File: src/rtl/ysyx_24070014_ctrl_fsm.sv
// Multi-cycle control sequencer: fetch handshake, decode steering, LSU handshake, writeback pulses.
module ysyx_24070014_ctrl_fsm #(
  parameter logic [31:0] INST_RESET = 32'h00000013,
  parameter int unsigned TIMEOUT_W  = 8
) (
  input  logic        clk,
  input  logic        rst,
  output logic        o_ifu_req,
  input  logic        i_ifu_valid,
  input  logic [31:0] i_ifu_inst,
  output logic [31:0] o_inst_q,
  output logic [2:0]  o_imm_sel,
  output logic        o_alu_a_pc,
  output logic        o_alu_b_imm,
  output logic        o_lsu_req,
  output logic        o_lsu_wen,
  input  logic        i_lsu_done,
  input  logic        i_br_taken,
  output logic        o_pc_we,
  output logic [1:0]  o_pc_sel,
  output logic        o_rf_we,
  output logic [1:0]  o_wb_sel,
  output logic        o_halt,
  output logic        o_illegal,
  output logic        o_bus_err
);

  typedef enum logic [2:0] {
    S_BOOT, S_FETCH, S_DECODE, S_EXEC, S_MEM, S_WB, S_HALT
  } state_e;

  localparam logic [6:0]  OP_LUI    = 7'b0110111;
  localparam logic [6:0]  OP_AUIPC  = 7'b0010111;
  localparam logic [6:0]  OP_JAL    = 7'b1101111;
  localparam logic [6:0]  OP_JALR   = 7'b1100111;
  localparam logic [6:0]  OP_BRANCH = 7'b1100011;
  localparam logic [6:0]  OP_LOAD   = 7'b0000011;
  localparam logic [6:0]  OP_STORE  = 7'b0100011;
  localparam logic [6:0]  OP_IMM    = 7'b0010011;
  localparam logic [6:0]  OP_OP     = 7'b0110011;
  localparam logic [31:0] EBREAK    = 32'h00100073;
  // Count value at which the next un-acknowledged MEM cycle saturates the watchdog
  localparam logic [TIMEOUT_W-1:0] WDOG_LIM = {{(TIMEOUT_W-1){1'b1}}, 1'b0};

  state_e                r_state, w_next;
  logic [31:0]           r_inst;
  logic [2:0]            r_imm_sel;
  logic                  r_a_pc, r_b_imm, r_is_load, r_is_store, r_is_branch;
  logic [1:0]            r_wb_sel, r_pc_cls;
  logic                  r_illegal, r_bus_err;
  logic [TIMEOUT_W-1:0]  r_wdog;

  logic [2:0]            w_imm_sel;
  logic                  w_a_pc, w_b_imm, w_is_load, w_is_store, w_is_branch, w_legal, w_ebreak;
  logic [1:0]            w_wb_sel, w_pc_cls;
  logic                  w_timeout;

  assign w_ebreak  = (r_inst == EBREAK);
  assign w_timeout = (r_wdog == WDOG_LIM) && !i_lsu_done;

  // Opcode classification of the latched instruction
  always_comb begin
    w_imm_sel   = 3'd0;
    w_a_pc      = 1'b0;
    w_b_imm     = 1'b0;
    w_wb_sel    = 2'd0;
    w_pc_cls    = 2'd0;
    w_is_load   = 1'b0;
    w_is_store  = 1'b0;
    w_is_branch = 1'b0;
    w_legal     = 1'b1;
    case (r_inst[6:0])
      OP_LUI:    begin w_imm_sel = 3'd5; w_b_imm = 1'b1; end
      OP_AUIPC:  begin w_imm_sel = 3'd5; w_b_imm = 1'b1; w_a_pc = 1'b1; end
      OP_JAL:    begin w_imm_sel = 3'd4; w_b_imm = 1'b1; w_a_pc = 1'b1; w_wb_sel = 2'd2; w_pc_cls = 2'd1; end
      OP_JALR:   begin w_imm_sel = 3'd1; w_b_imm = 1'b1; w_wb_sel = 2'd2; w_pc_cls = 2'd2; end
      OP_BRANCH: begin w_imm_sel = 3'd3; w_b_imm = 1'b1; w_a_pc = 1'b1; w_is_branch = 1'b1; end
      OP_LOAD:   begin w_imm_sel = 3'd1; w_b_imm = 1'b1; w_wb_sel = 2'd1; w_is_load = 1'b1; end
      OP_STORE:  begin w_imm_sel = 3'd2; w_b_imm = 1'b1; w_is_store = 1'b1; end
      OP_IMM:    begin w_imm_sel = 3'd1; w_b_imm = 1'b1; end
      OP_OP:     begin w_imm_sel = 3'd0; end
      default:   w_legal = 1'b0;
    endcase
  end

  // State register
  always_ff @(posedge clk or posedge rst) begin
    if (rst) r_state <= S_BOOT;
    else     r_state <= w_next;
  end

  // Next-state logic
  always_comb begin
    w_next = r_state;
    case (r_state)
      S_BOOT:   w_next = S_FETCH;
      S_FETCH:  if (i_ifu_valid) w_next = S_DECODE;
      S_DECODE: begin
        if (w_ebreak || !w_legal) w_next = S_HALT;
        else                      w_next = S_EXEC;
      end
      S_EXEC:   w_next = (r_is_load || r_is_store) ? S_MEM : S_WB;
      S_MEM: begin
        if (i_lsu_done)     w_next = S_WB;
        else if (w_timeout) w_next = S_HALT;
      end
      S_WB:     w_next = S_FETCH;
      S_HALT:   w_next = S_HALT;
      default:  w_next = S_BOOT;
    endcase
  end

  // Instruction latch, decode registers, watchdog and sticky halt causes
  always_ff @(posedge clk or posedge rst) begin
    if (rst) begin
      r_inst      <= INST_RESET;
      r_imm_sel   <= 3'd0;
      r_a_pc      <= 1'b0;
      r_b_imm     <= 1'b0;
      r_wb_sel    <= 2'd0;
      r_pc_cls    <= 2'd0;
      r_is_load   <= 1'b0;
      r_is_store  <= 1'b0;
      r_is_branch <= 1'b0;
      r_illegal   <= 1'b0;
      r_bus_err   <= 1'b0;
      r_wdog      <= '0;
    end else begin
      if (r_state == S_FETCH && i_ifu_valid) r_inst <= i_ifu_inst;
      if (r_state == S_DECODE) begin
        r_imm_sel   <= w_imm_sel;
        r_a_pc      <= w_a_pc;
        r_b_imm     <= w_b_imm;
        r_wb_sel    <= w_wb_sel;
        r_pc_cls    <= w_pc_cls;
        r_is_load   <= w_is_load;
        r_is_store  <= w_is_store;
        r_is_branch <= w_is_branch;
        if (!w_ebreak && !w_legal) r_illegal <= 1'b1;
      end
      if (r_state == S_MEM) begin
        r_wdog <= i_lsu_done ? '0 : r_wdog + TIMEOUT_W'(1);
        if (w_timeout) r_bus_err <= 1'b1;
      end
    end
  end

  // Outputs decoded from state and decode registers; requests fall with the async reset
  always_comb begin
    o_ifu_req   = (r_state == S_FETCH);
    o_lsu_req   = (r_state == S_MEM);
    o_lsu_wen   = (r_state == S_MEM) && r_is_store;
    o_pc_we     = (r_state == S_WB);
    o_rf_we     = (r_state == S_WB) && !r_is_branch && !r_is_store;
    o_pc_sel    = r_pc_cls;
    if (r_is_branch) o_pc_sel = ((r_state == S_WB) && i_br_taken) ? 2'd1 : 2'd0;
    o_inst_q    = r_inst;
    o_imm_sel   = r_imm_sel;
    o_alu_a_pc  = r_a_pc;
    o_alu_b_imm = r_b_imm;
    o_wb_sel    = r_wb_sel;
    o_halt      = (r_state == S_HALT);
    o_illegal   = r_illegal;
    o_bus_err   = r_bus_err;
  end

endmodule
File: config.mk
export PLATFORM = sky130hd
export DESIGN_NAME = ysyx_24070014_ctrl_fsm
export DESIGN_NICKNAME = d
export VERILOG_FILES = /design/src/rtl/ysyx_24070014_ctrl_fsm.sv
export SDC_FILE = /design/constraint.sdc
export NUM_CORES = 1
export LEC_CHECK = 0
export CORE_AREA = 5 5 80 82
export CTS_CLUSTER_DIAMETER = 50
export DETAILED_ROUTE_END_ITERATION = 16
export DIE_AREA = 0 0 85 87
export PLACE_DENSITY = 0.87
export SLEW_MARGIN = 20
export SYNTH_ARGS = -nofsm -noshare
export SYNTH_HDL_FRONTEND = slang
export SYNTH_SLANG_ARGS = --single-unit
File: constraint.sdc
create_clock -name clk -period 2.99 [get_ports clk]
set_clock_uncertainty 0.2 [all_clocks]
set_input_delay 0.598 -clock clk [delete_from_list [all_inputs] [get_ports clk]]
set_output_delay 0.598 -clock clk [all_outputs]
set_load 0.02 [all_outputs]
[Word-level counts from Yosys, hierarchy flattened]
Index checks and enable logic that the tools add are counted.
Storage, ports and cells
  flip-flop bits (word level): 57
  input bits: 37
Cells by class
  add/sub/neg operators: 1
  equal/unequal tests: 19
  mux-type cells: 18
  reductions and logical operators: 25
Operators with widths (count)
  32-bit by 21-bit == test with 1-bit output, second input constant: 1
  7-bit by 6-bit == test with 1-bit output, second input constant: 3
  7-bit == test, second input constant: 3
  3-bit case mux with 6 select lines: 1
  3-bit case mux with 5 select lines: 1
  7-bit by 5-bit == test with 1-bit output, second input constant: 2
  3-bit two-way mux: 4
  3-bit == test, second input constant: 3
  9-bit OR reduction: 1
  8-bit by 1-bit adder with 8-bit output, second input constant: 1
  8-bit == test, second input constant: 1
  1-bit two-way mux: 8
  8-bit two-way mux: 1
  2-bit case mux with 2 select lines: 2
  8-bit OR reduction: 1
  7-bit by 2-bit == test with 1-bit output, second input constant: 1
  1-bit logical AND: 7
  3-bit by 2-bit == test with 1-bit output, second input constant: 2
  2-bit AND reduction: 3
  2-bit OR reduction: 3
  3-bit OR reduction: 2
  1-bit logical NOT: 5
  3-bit by 1-bit == test with 1-bit output, second input constant: 1
  3-bit logical NOT: 1
  other kinds (4): 5

[Depth between registers and ports, before layout]
Gate-level depths: netlist of run 1.
  word-level depth: 7
  depth in mapped cells: 7
  mapped depth without buffers: 6

[Worst setup path after synthesis of run 1]
Ideal clock, no wire load.
  path type: register -> output
  start point: reg r_state[0]
  end point: out o_lsu_wen
  arrival: 1.451 ns
  required time: 2.192 ns
  path slack: 0.741 ns
  stages on the path, launching flop included: 6
  buffers on the path: 2
  cell sequence: dfrtp_1 > buf_6 > or3b_4 > buf_6 > clkinv_1 > and2_1
Between the ends
  word-level cells in the longest chain between the ends: 2
RTL lines
  start, declared: RTL line 45  | state_e r_state, w_next;
  start signal, assigned: RTL line 89  | else r_state <= w_next;
  3-bit == test
  net o_lsu_req: RTL line 15  | output logic o_lsu_req,
  1-bit logical AND: RTL line 152  | o_lsu_wen = (r_state == S_MEM) && r_is_store;
  end, declared: RTL line 16  | output logic o_lsu_wen,
The timed path passes the listed nets, and every way through them passes these cells.

[Worst setup path in the final report of run 1]
  start point: reg r_state[0]
  end point: out o_lsu_req
Between the ends
  word-level cells in the longest chain between the ends: 1
RTL lines
  3-bit == test: RTL line 151  | o_lsu_req = (r_state == S_MEM);
  end, declared: RTL line 15
Every way passes these cells.

==> reports/results.ini, run 1 <==
[cells_and_area]
multi_input_area_sq_um = 1099
antenna_cells = 0
final_util_pct = 65.48
fillerInstances = 478
seqCellArea_sq_um = 1431
layout-drive-gt1-share_pct = 19.25
area_growth_pct = 40.36
fin_nets = 356
stdcell_count = 397

[power]
switching_share_pct = 38.78
irDropWorstVdd_mv = 0.5721
seqPwrFrac_pct = 37.4
power.leakage_nw = 1.538
comb_power_share_pct = 46.5
internal_power_mw = 2.409
p_sw_mw = 1.526
power_density_nw_per_um2 = 1059
p_clk_share_pct = 16.1

[placement]
io_buffers = 85
dp_hpwl_um = 4563
post-place-ws_ns = 0.3217
placed_cells = 381
routabilityCongestion = 0.8323

[worst_setup_path]
cpPeakStageDelay_ns = 0.63
crit_path_start_kind = flip-flop
rr_startpoint = r_state[0]
crit_start = r_state[0]
critPathArrivalTime_ns = 2.11
r2r_slack_ns = 0.78
timing.rr.end = o_inst_q[12]
critPathSlowestCell = clkdlybuf4s50_1
crit_chain = or3b_4, clkinv_1, clkdlybuf4s50_1
end_kind = primary output
r2r_cells = 5
path_depth = 3
path_class = flip-flop to primary output
cpLargestDelayFamily = buffers and inverters
crit_fanout = 11
worstPathRequired_ns = 2.19
critPathBufInv = 2

[detailed_routing]
firstDrtPassIters = 4
drc = 0
post_drt_wl_per_cell_um = 15.89
dr.first_iter.drc_count = 114
antenna_left = 0
num_vias = 2088
detail_route.vias_per_cell = 5.259
wl_um = 6308

[sta]
slew_violations = 0
max_freq_mhz = 343.8
hold_viol = 0
fin_setup_tns_ns = 0
finalCritPeriodShare_pct = 97.28
setup_violations = 0
rsz0062_at_grt = no
period_minus_slack_ns = 2.909
maxSlewHeadroom_pct = 55.51
worstMarginPinSlew_ns = 0.6583
finalWorstSetupSlack_ns = 0.08126

[clock_network]
root_buffer = clkbuf_8
cts.sinks = 57
h-tree-depth = 3
clk_pin_slew_ns = 0.06
clock_latency_ns = 0.34
clk_path_buf_depth = 2
cts_buffers = 9
postCtsSetupRepairBufs = 0
cts_tree = done

[logic_synthesis]
yosys.area_share.adder_pct = 0.9452
synth-simple-area-share_pct = 15.50
synth_top_family_by_area = simple AND/OR/NAND/NOR gates
ys.flop_type = dfrtp_1
synth_edf_count = 0
synth_cells = 231
syn-cell-area_sq_um = 2648
synth_xor_area_share_pct = 1.323
yosysSeqAreaShare_pct = 54.02
synth_compound_area_share_pct = 9.735
muxShareOfSynthArea_pct = 13.99
syn_avg_cell_area_sq_um = 11.46
synth.distinct_cells = 47
yosysWarnings = 0
ys_ff_latch = 57
async_reset_ff_share_pct = 100.0
synth_fp_nets = 270

[floorplanning]
die_h_um = 87
initial_core_util_pct = 46.65
core_sq_um = 5675
die_area_sq_um = 7395
num_rows = 28
die_x_um = 85
ios = 86

[min_path]
holdCritPathClass = flip-flop to flip-flop
hp-start = r_pc_cls[1]
holdPathStages = 2
worstHoldEndpoint = r_pc_cls[1]

[global_routing]
grt_pass1_wl_um = 10370
grt_pass1_vias = 2078
antenna_found_initial = 0
overflow = 0
grt_max_degree = 58
grt_util_all_layers_pct = 18.22

[flow_run]
cap_violations = 0

[status]
status = finished clean

sequential cells by signal (all words and copies together), names as in the netlist:
name,flops
o_illegal,1
r_state,3
r_is_store,1
r_pc_cls,2
o_alu_b_imm,1
o_imm_sel,3
o_wb_sel,2
r_wdog,8
o_inst_q,32
r_is_branch,1
o_alu_a_pc,1
o_bus_err,1
r_is_load,1
cell families after synthesis:
| logic type | Yosys count |
|---|---|
| AO/OA/AOI/OAI | 39 |
| adder cells (fa/ha/maj) | 2 |
| flip-flops | 57 |
| buffers and inverters | 22 |
| XOR/XNOR | 4 |
| multiplexers | 33 |
| AND/OR/NAND/NOR | 74 |
how the worst max path moves through the flow:
stage | to
global route | o_lsu_req
detailed placement | o_lsu_wen
global placement | o_lsu_wen
CTS | o_lsu_req
finish | o_lsu_req
floorplan | o_lsu_wen
timing repair:
| action | CTS | global route |
|---|---|---|
| setup endpoints to repair | 1 | 0 |
| hold buffers | 0 | 0 |
| resized for setup | 2 | 0 |
worst register-to-register path, stage by stage, from the launching register on:
cell and delay [ns]:
dfrtp_1 0.47, inv_1 0.13, nor3_1 0.40, and2_1 0.21
buf_4 0.29, mux2_2 0.39
power by group through the flow:
stage | logic, mW | clock network (mW) | registers [mW]
after global placement | 1.80 | 0 | 1.45
after detailed placement | 1.84 | 0 | 1.48
final | 1.83 | 0.633 | 1.47
after global routing | 1.95 | 0.697 | 1.53
after floorplan | 0.873 | 0 | 1.65
after CTS | 1.85 | 0.645 | 1.47
final cells by class:
class / instances / area share [%]
clock buffers: 13 / 4.276
flip-flops and latches: 57 / 38.52
well taps: 75 / 2.525
repair buffers: 88 / 23.80
multi-input cells: 152 / 29.56
clock inverters: 3 / 0.4040
inverters: 9 / 0.9091
metrics by stage:
step	power (mW)	cell area [sq um]	hold slack [ns]
2_1_floorplan	2.528	2648	0.2407
3_3_place_gp	3.251	3542	0.2439
3_5_place_dp	3.316	3542	0.2609
4_1_cts	3.964	3716	0.2851
5_1_grt	4.184	3716	0.3069
6_report	3.935	3716	0.2756
cells in the mapped netlist, drive strengths merged (2+ instances only):
library cell	instances	share of area [%]
nand2	25	3.5
dfstp	3	3.0
buf	9	2.6
clkbuf	4	0.57
nor2	8	1.1
nand3b	3	0.85
o31ai	6	1.7
inv	8	1.1
nand2b	3	0.71
o21ai	9	1.7
and2	2	0.47
nor4b	2	0.66
o21bai	2	0.57
ha	2	0.95
xnor2	4	1.3
nand4	3	0.71
a22o	2	0.71
a21oi	9	1.8
or2	2	0.47
o22ai	2	0.47
nor3	7	1.3
nand3	4	0.76
dfrtp	54	51
nor4	5	1.7
nor3b	3	0.85
mux2	32	14
a21o	2	0.57
nor4bb	2	0.76
cell usage in the layout (no fill, tap or decap), types with 2 or more instances in the layout:
cell type,netlist,layout
o21ai_0,9,9
ha_1,2,2
and2_1,2,2
a21o_1,2,2
nand2_1,25,25
clkdlybuf4s50_1,0,84
a21oi_1,8,8
clkbuf_8,0,11
or2_2,2,2
clkbuf_1,4,2
nand2b_1,3,3
o21bai_1,2,2
clkinv_2,0,3
nand3b_1,3,3
dfrtp_1,54,53
nor3b_1,3,3
xnor2_1,4,4
nor3_1,7,7
o31ai_1,6,6
mux2_2,32,32
nor4bb_1,2,2
buf_4,5,2
nand3_1,4,4
nor2_1,8,8
nor4_1,4,4
nor4b_1,2,2
dfstp_2,3,3
nand4_1,3,3
o22ai_1,2,2
inv_1,8,7
routing by layer:
layer  share of wire, %  vias to the layer above  GRT usage [%]
met5                  0                        -              0
met4               0.98                        0          6.475
met3                8.3                        7          8.988
met2                 50                       62          28.39
met1                 41                     1024          21.96
li1                   -                      995              -
No activity file was read; power rests on OpenSTA's default activity.
==> run 2, diff against run 1 <==
CTS_CLUSTER_DIAMETER = 40   (was 50)
REMOVE_ABC_BUFFERS = 1   (was not set)
==> run 2 against run 1 <==
Via count about the same; global-route usage fell by 0.38 points; flip-flop and latch count did not move; cell area is 0.37% lower; final cell count up 0.25%; wire length about the same; die area unchanged; sequential share of layout area increased by 0.14 points; first-iteration DRC count decreased by 42%; utilization fell by 0.24 points; setup slack better by 0.018 ns; largest cell class unchanged; highest routed layer unchanged.
==> reports/results.ini, run 2 (same netlist as run 1, synthesis figures left out) <==
[worst_setup_path]
critPathArrivalTime_ns = 2.09  ; -0.02 ns
crit_fanout = 11  ; unchanged
worstPathRequired_ns = 2.19  ; about the same
path_class = flip-flop to primary output
r2r_cells = 4  ; -1
crit_path_start_kind = flip-flop
end_kind = primary output
rr_startpoint = o_inst_q[0]
crit_start = r_state[0]
timing.rr.end = r_state[0]
r2r_slack_ns = 0.81  ; +0.03 ns

[sta]
fin_setup_tns_ns = 0  ; unchanged
hold_viol = 0  ; unchanged
maxSlewHeadroom_pct = 50.49  ; -5.0 points
slew_violations = 0  ; unchanged
period_minus_slack_ns = 2.890  ; -0.01835 ns
finalCritPeriodShare_pct = 96.67  ; -0.61 points
max_freq_mhz = 346.0  ; +0.63%
rsz0062_at_grt = no
setup_violations = 0  ; unchanged
worstMarginPinSlew_ns = 0.7326  ; +0.07431 ns

[min_path]
holdPathStages = 1  ; -1
holdCritPathClass = flip-flop to flip-flop
worstHoldEndpoint = o_bus_err
hp-start = o_bus_err

[cells_and_area]
fillerInstances = 456  ; -4.6%
antenna_cells = 0  ; unchanged
seqCellArea_sq_um = 1431  ; unchanged
largest_register_ffs = 32  ; unchanged
final_cell_mix = 84 x clkdlybuf4s50_1, 53 x dfrtp_1, 32 x mux2_2, 25 x nand2_1, 10 x clkbuf_8
fin_nets = 357  ; +0.28%
area_growth_pct = 39.84
stdcell_count = 398  ; +0.25%
multi_input_area_sq_um = 1099  ; unchanged
layout-drive-gt1-share_pct = 19.50  ; +0.25 points
final_common_cell = clkdlybuf4s50_1

[global_routing]
grt_pass1_vias = 2191  ; +5.4%
grt_util_all_layers_pct = 17.84  ; -0.38 points
grt_max_degree = 26  ; -55%
grt_pass1_wl_um = 10290  ; -0.80%
overflow = 0  ; unchanged
antenna_found_initial = 0  ; unchanged

[clock_network]
clock_latency_ns = 0.33  ; about the same
clk_pin_slew_ns = 0.07  ; about the same
clk_path_buf_depth = 2  ; unchanged
postCtsSetupRepairBufs = 0  ; unchanged
cts_tree = done
root_buffer = clkbuf_8
cts_buffers = 9  ; unchanged
h-tree-depth = 3  ; unchanged
cts.sinks = 57  ; unchanged

[floorplanning]
core_sq_um = 5675  ; unchanged
die_h_um = 87  ; unchanged
die_x_um = 85  ; unchanged
die_area_sq_um = 7395  ; unchanged
num_rows = 28  ; unchanged
ios = 86  ; unchanged
initial_core_util_pct = 46.65  ; unchanged

[placement]
routabilityCongestion = 0.8115  ; -2.5%
io_buffers = 85  ; unchanged
placed_cells = 382  ; +0.26%
dp_hpwl_um = 4559  ; about the same

[power]
irDropWorstVdd_mv = 0.6382  ; +12%
power.leakage_nw = 1.535  ; -0.20%
power_density_nw_per_um2 = 1056  ; -0.25%

[detailed_routing]
wl_um = 6304  ; about the same
drc = 0  ; unchanged
dr.first_iter.drc_count = 66  ; -42%
firstDrtPassIters = 6  ; +2
post_drt_wl_per_cell_um = 15.84  ; -0.31%
detail_route.vias_per_cell = 5.249  ; -0.20%
num_vias = 2089  ; +0.048%
antenna_left = 0  ; unchanged

[status]
status = finished clean

[flow_run]
cap_violations = 0  ; unchanged

-- run 2: metrics by stage --
step / instance area [sq um] / power, mW / worst slack [ns] / hold WS (ns) / utilization (%)
finish: 3702 / 3.910 / 0.09961 / 0.2696 / 65.23
global route: 3702 / 4.148 / 0.01242 / 0.2747 / 65.23
CTS: 3702 / 3.947 / 0.08827 / 0.2675 / 65.23
detailed placement: 3537 / 3.306 / 0.3178 / 0.2472 / 62.32
global placement: 3537 / 3.252 / 0.3734 / 0.2466 / 62.32
floorplan: 2562 / 2.455 / 0.2784 / 0.2407 / -
-- run 2: timing repair --
item	4_1_cts	5_1_grt
resized for setup	2	0
endpoints found under the setup margin	1	0
hold buffers	0	0
-- run 2: per-layer routing --
| metal | vias to the layer above | GRT usage, % | wire (um) |
|---|---|---|---|
| met5 | - | 0 | 0 |
| met2 | 66 | 30.16 | 3167 |
| met3 | 9 | 7.569 | 515 |
| li1 | 1001 | - | - |
| met1 | 1013 | 20.56 | 2521 |
| met4 | 0 | 5.612 | 99 |
-- run 2: area by class of cell --
class | count | share of cell area (%)
clock buffers | 12 | 3.920
clock inverters | 4 | 0.5407
well taps | 75 | 2.535
flip-flops and latches | 57 | 38.66
repair buffers | 89 | 23.76
multi-input cells | 152 | 29.67
inverters | 9 | 0.9125
-- run 2: worst max-delay path by stage --
stage,endpoint,depth (start not counted)
2_1_floorplan,o_inst_q[10],4
3_3_place_gp,o_pc_sel[0],4
3_5_place_dp,o_lsu_wen,4
4_1_cts,o_lsu_req,3
5_1_grt,o_lsu_req,3
6_report,o_lsu_req,3
-- run 2: worst max-delay path, cell delays in order, from the launching register on --
cell	delay (ns)
dfrtp_1	0.45
or3b_4	0.50
clkinv_1	0.18
clkdlybuf4s50_1	0.63
-- run 2: power breakdown --
group | internal (mW) | switching, mW | total [mW] | leakage, nW
combinational | 0.952 | 0.867 | 1.82 | 0.748
sequential | 1.11 | 0.361 | 1.47 | 0.697
clock | 0.318 | 0.299 | 0.617 | 0.0899
total | 2.38 | 1.53 | 3.91 | 1.53
==> run 3, diff against run 2 <==
PLACE_DENSITY = 0.78   (was 0.87)
==> run 3 against run 2 <==
Non-clock buffer count fell by 1; worst hold slack lost 0.0020 ns; flip-flop and latch count did not move; power is 0.10% higher; sequential power is essentially flat; count of clock-buffer cells in the layout up 3; fmax rose by 2.4%; highest routed layer unchanged.
==> reports/results.ini, run 3 (same netlist as run 1, synthesis figures left out) <==
[global_routing]
antenna_found_initial = 0  ; unchanged
grt_util_all_layers_pct = 17.34  ; -0.50 points
grt_max_degree = 35  ; +35%
grt_pass1_wl_um = 10090  ; -1.9%
grt_pass1_vias = 2094  ; -4.4%
overflow = 0  ; unchanged

[worst_setup_path]
cpPeakStageDelay_ns = 0.61  ; -0.02 ns
critPathSlowestCell = clkdlybuf4s50_1
path_class = flip-flop to primary output
crit_fanout = 11  ; unchanged
end_kind = primary output
crit_chain = or3b_4, clkinv_2, clkdlybuf4s50_1
cpLargestDelayFamily = buffers and inverters
critPathArrivalTime_ns = 2.03  ; -0.06 ns
crit_path_start_kind = flip-flop
critPathBufInv = 2  ; unchanged
worstPathRequired_ns = 2.19  ; about the same

[sta]
finalCritPeriodShare_pct = 94.43  ; -2.2 points
maxSlewHeadroom_pct = 52.85  ; +2.4 points
slew_violations = 0  ; unchanged
rsz0062_at_grt = no
fin_setup_tns_ns = 0  ; unchanged
period_minus_slack_ns = 2.824  ; -0.06681 ns
setup_violations = 0  ; unchanged
hold_viol = 0  ; unchanged
worstMarginPinSlew_ns = 0.6977  ; -0.03492 ns
max_freq_mhz = 354.2  ; +2.4%

[clock_network]
clk_pin_slew_ns = 0.07  ; about the same
cts_buffers = 9  ; unchanged
postCtsSetupRepairBufs = 0  ; unchanged
clock_latency_ns = 0.32  ; about the same
cts.sinks = 57  ; unchanged
h-tree-depth = 3  ; unchanged
clk_path_buf_depth = 2  ; unchanged
cts_resized = 2  ; unchanged
root_buffer = clkbuf_8
holdBufCountCts = 0  ; unchanged
cts_tree = done

[cells_and_area]
antenna_cells = 0  ; unchanged
largest_register_ffs = 32  ; unchanged
final_cell_mix = 84 x clkdlybuf4s50_1, 53 x dfrtp_1, 32 x mux2_2, 25 x nand2_1, 11 x clkbuf_8
layout-drive-gt1-share_pct = 18.94  ; -0.56 points
final_util_pct = 65.30  ; +0.066 points
final_common_cell = clkdlybuf4s50_1
area_growth_pct = 39.98
fin_nets = 356  ; -0.28%

[detailed_routing]
detail_route.vias_per_cell = 5.101  ; -2.8%
drc = 0  ; unchanged
antenna_left = 0  ; unchanged
dr.first_iter.drc_count = 94  ; +42%
num_vias = 2025  ; -3.1%
post_drt_wl_per_cell_um = 15.51  ; -2.1%
firstDrtPassIters = 4  ; -2
wl_um = 6156  ; -2.3%

[floorplanning]
die_x_um = 85  ; unchanged
initial_core_util_pct = 46.65  ; unchanged
die_area_sq_um = 7395  ; unchanged
ios = 86  ; unchanged
num_rows = 28  ; unchanged
die_h_um = 87  ; unchanged
core_sq_um = 5675  ; unchanged

[status]
status = finished clean

[min_path]
holdCritPathClass = flip-flop to flip-flop

[power]
power_density_nw_per_um2 = 1056  ; about the same
power.leakage_nw = 1.545  ; +0.68%
irDropWorstVdd_mv = 0.6974  ; +9.3%

[flow_run]
cap_violations = 0  ; unchanged

[placement]
io_buffers = 85  ; unchanged
dp_hpwl_um = 4497  ; -1.4%
routabilityCongestion = 0.8352  ; +2.9%

## run 3: changes by cell type in the layout (fill, tap and decap cells not counted)
cell,before,now
buf_4,4,3
clkbuf_8,10,11
clkinv_2,4,2
clkinv_1,1,0
dlygate4sd2_1,1,0
clkbuf_1,2,4
dlymetal6s2s_1,0,1
## run 3: cell type report
type,instances,area (sq um)
Inverter,9,35.03
Tap cell,75,93.84
Fill cell,467,1969
Clock inverter,1,5.005
Clock buffer,15,166.4
Multi-Input combinational cell,152,1099
Timing Repair Buffer,88,875.8
Sequential cell,57,1431
## run 3: power by group
group	total, mW	leakage [nW]	internal (mW)	switching (mW)
Clock	0.632	0.0877	0.347	0.285
Sequential	1.47	0.697	1.11	0.357
Combinational	1.81	0.760	0.946	0.866
Total	3.91	1.54	2.41	1.51
## run 3: routing by layer
layer  vias to the layer above  part of all wire (%)  GRT usage [%]
met5                         -                     0              0
met4                         0                  0.55          5.180
met3                         4                    10          8.893
met2                        66                    47          26.98
met1                       963                    43          21.11
li1                        992                     -              -
## run 3: worst paths after layout
kind                            startpoint      endpoint  slack, ns  depth (start not counted)
worst max-delay path            r_state[0]     o_lsu_req       0.17                          3
worst min-delay path             o_bus_err     o_bus_err       0.27                          1
worst max register to register  r_state[0]   o_inst_q[8]       0.84                          5
worst min register to register   o_bus_err     o_bus_err       0.27                          1
max in group asynchronous              rst    r_state[2]       1.50                          3
min in group asynchronous              rst  o_inst_q[21]       0.40                          2
## run 3: per-stage QoR
stage	instances	setup WS (ns)	instance area (sq um)	hold WS (ns)	total power [mW]
finish	397	0.1664	3706	0.2676	3.914
floorplan	218	0.2784	2562	0.2407	2.455
CTS	397	0.03899	3704	0.2701	3.955
global placement	381	0.3692	3530	0.2455	3.255
global route	397	0.08235	3706	0.2911	4.153
detailed placement	381	0.3252	3530	0.2509	3.297
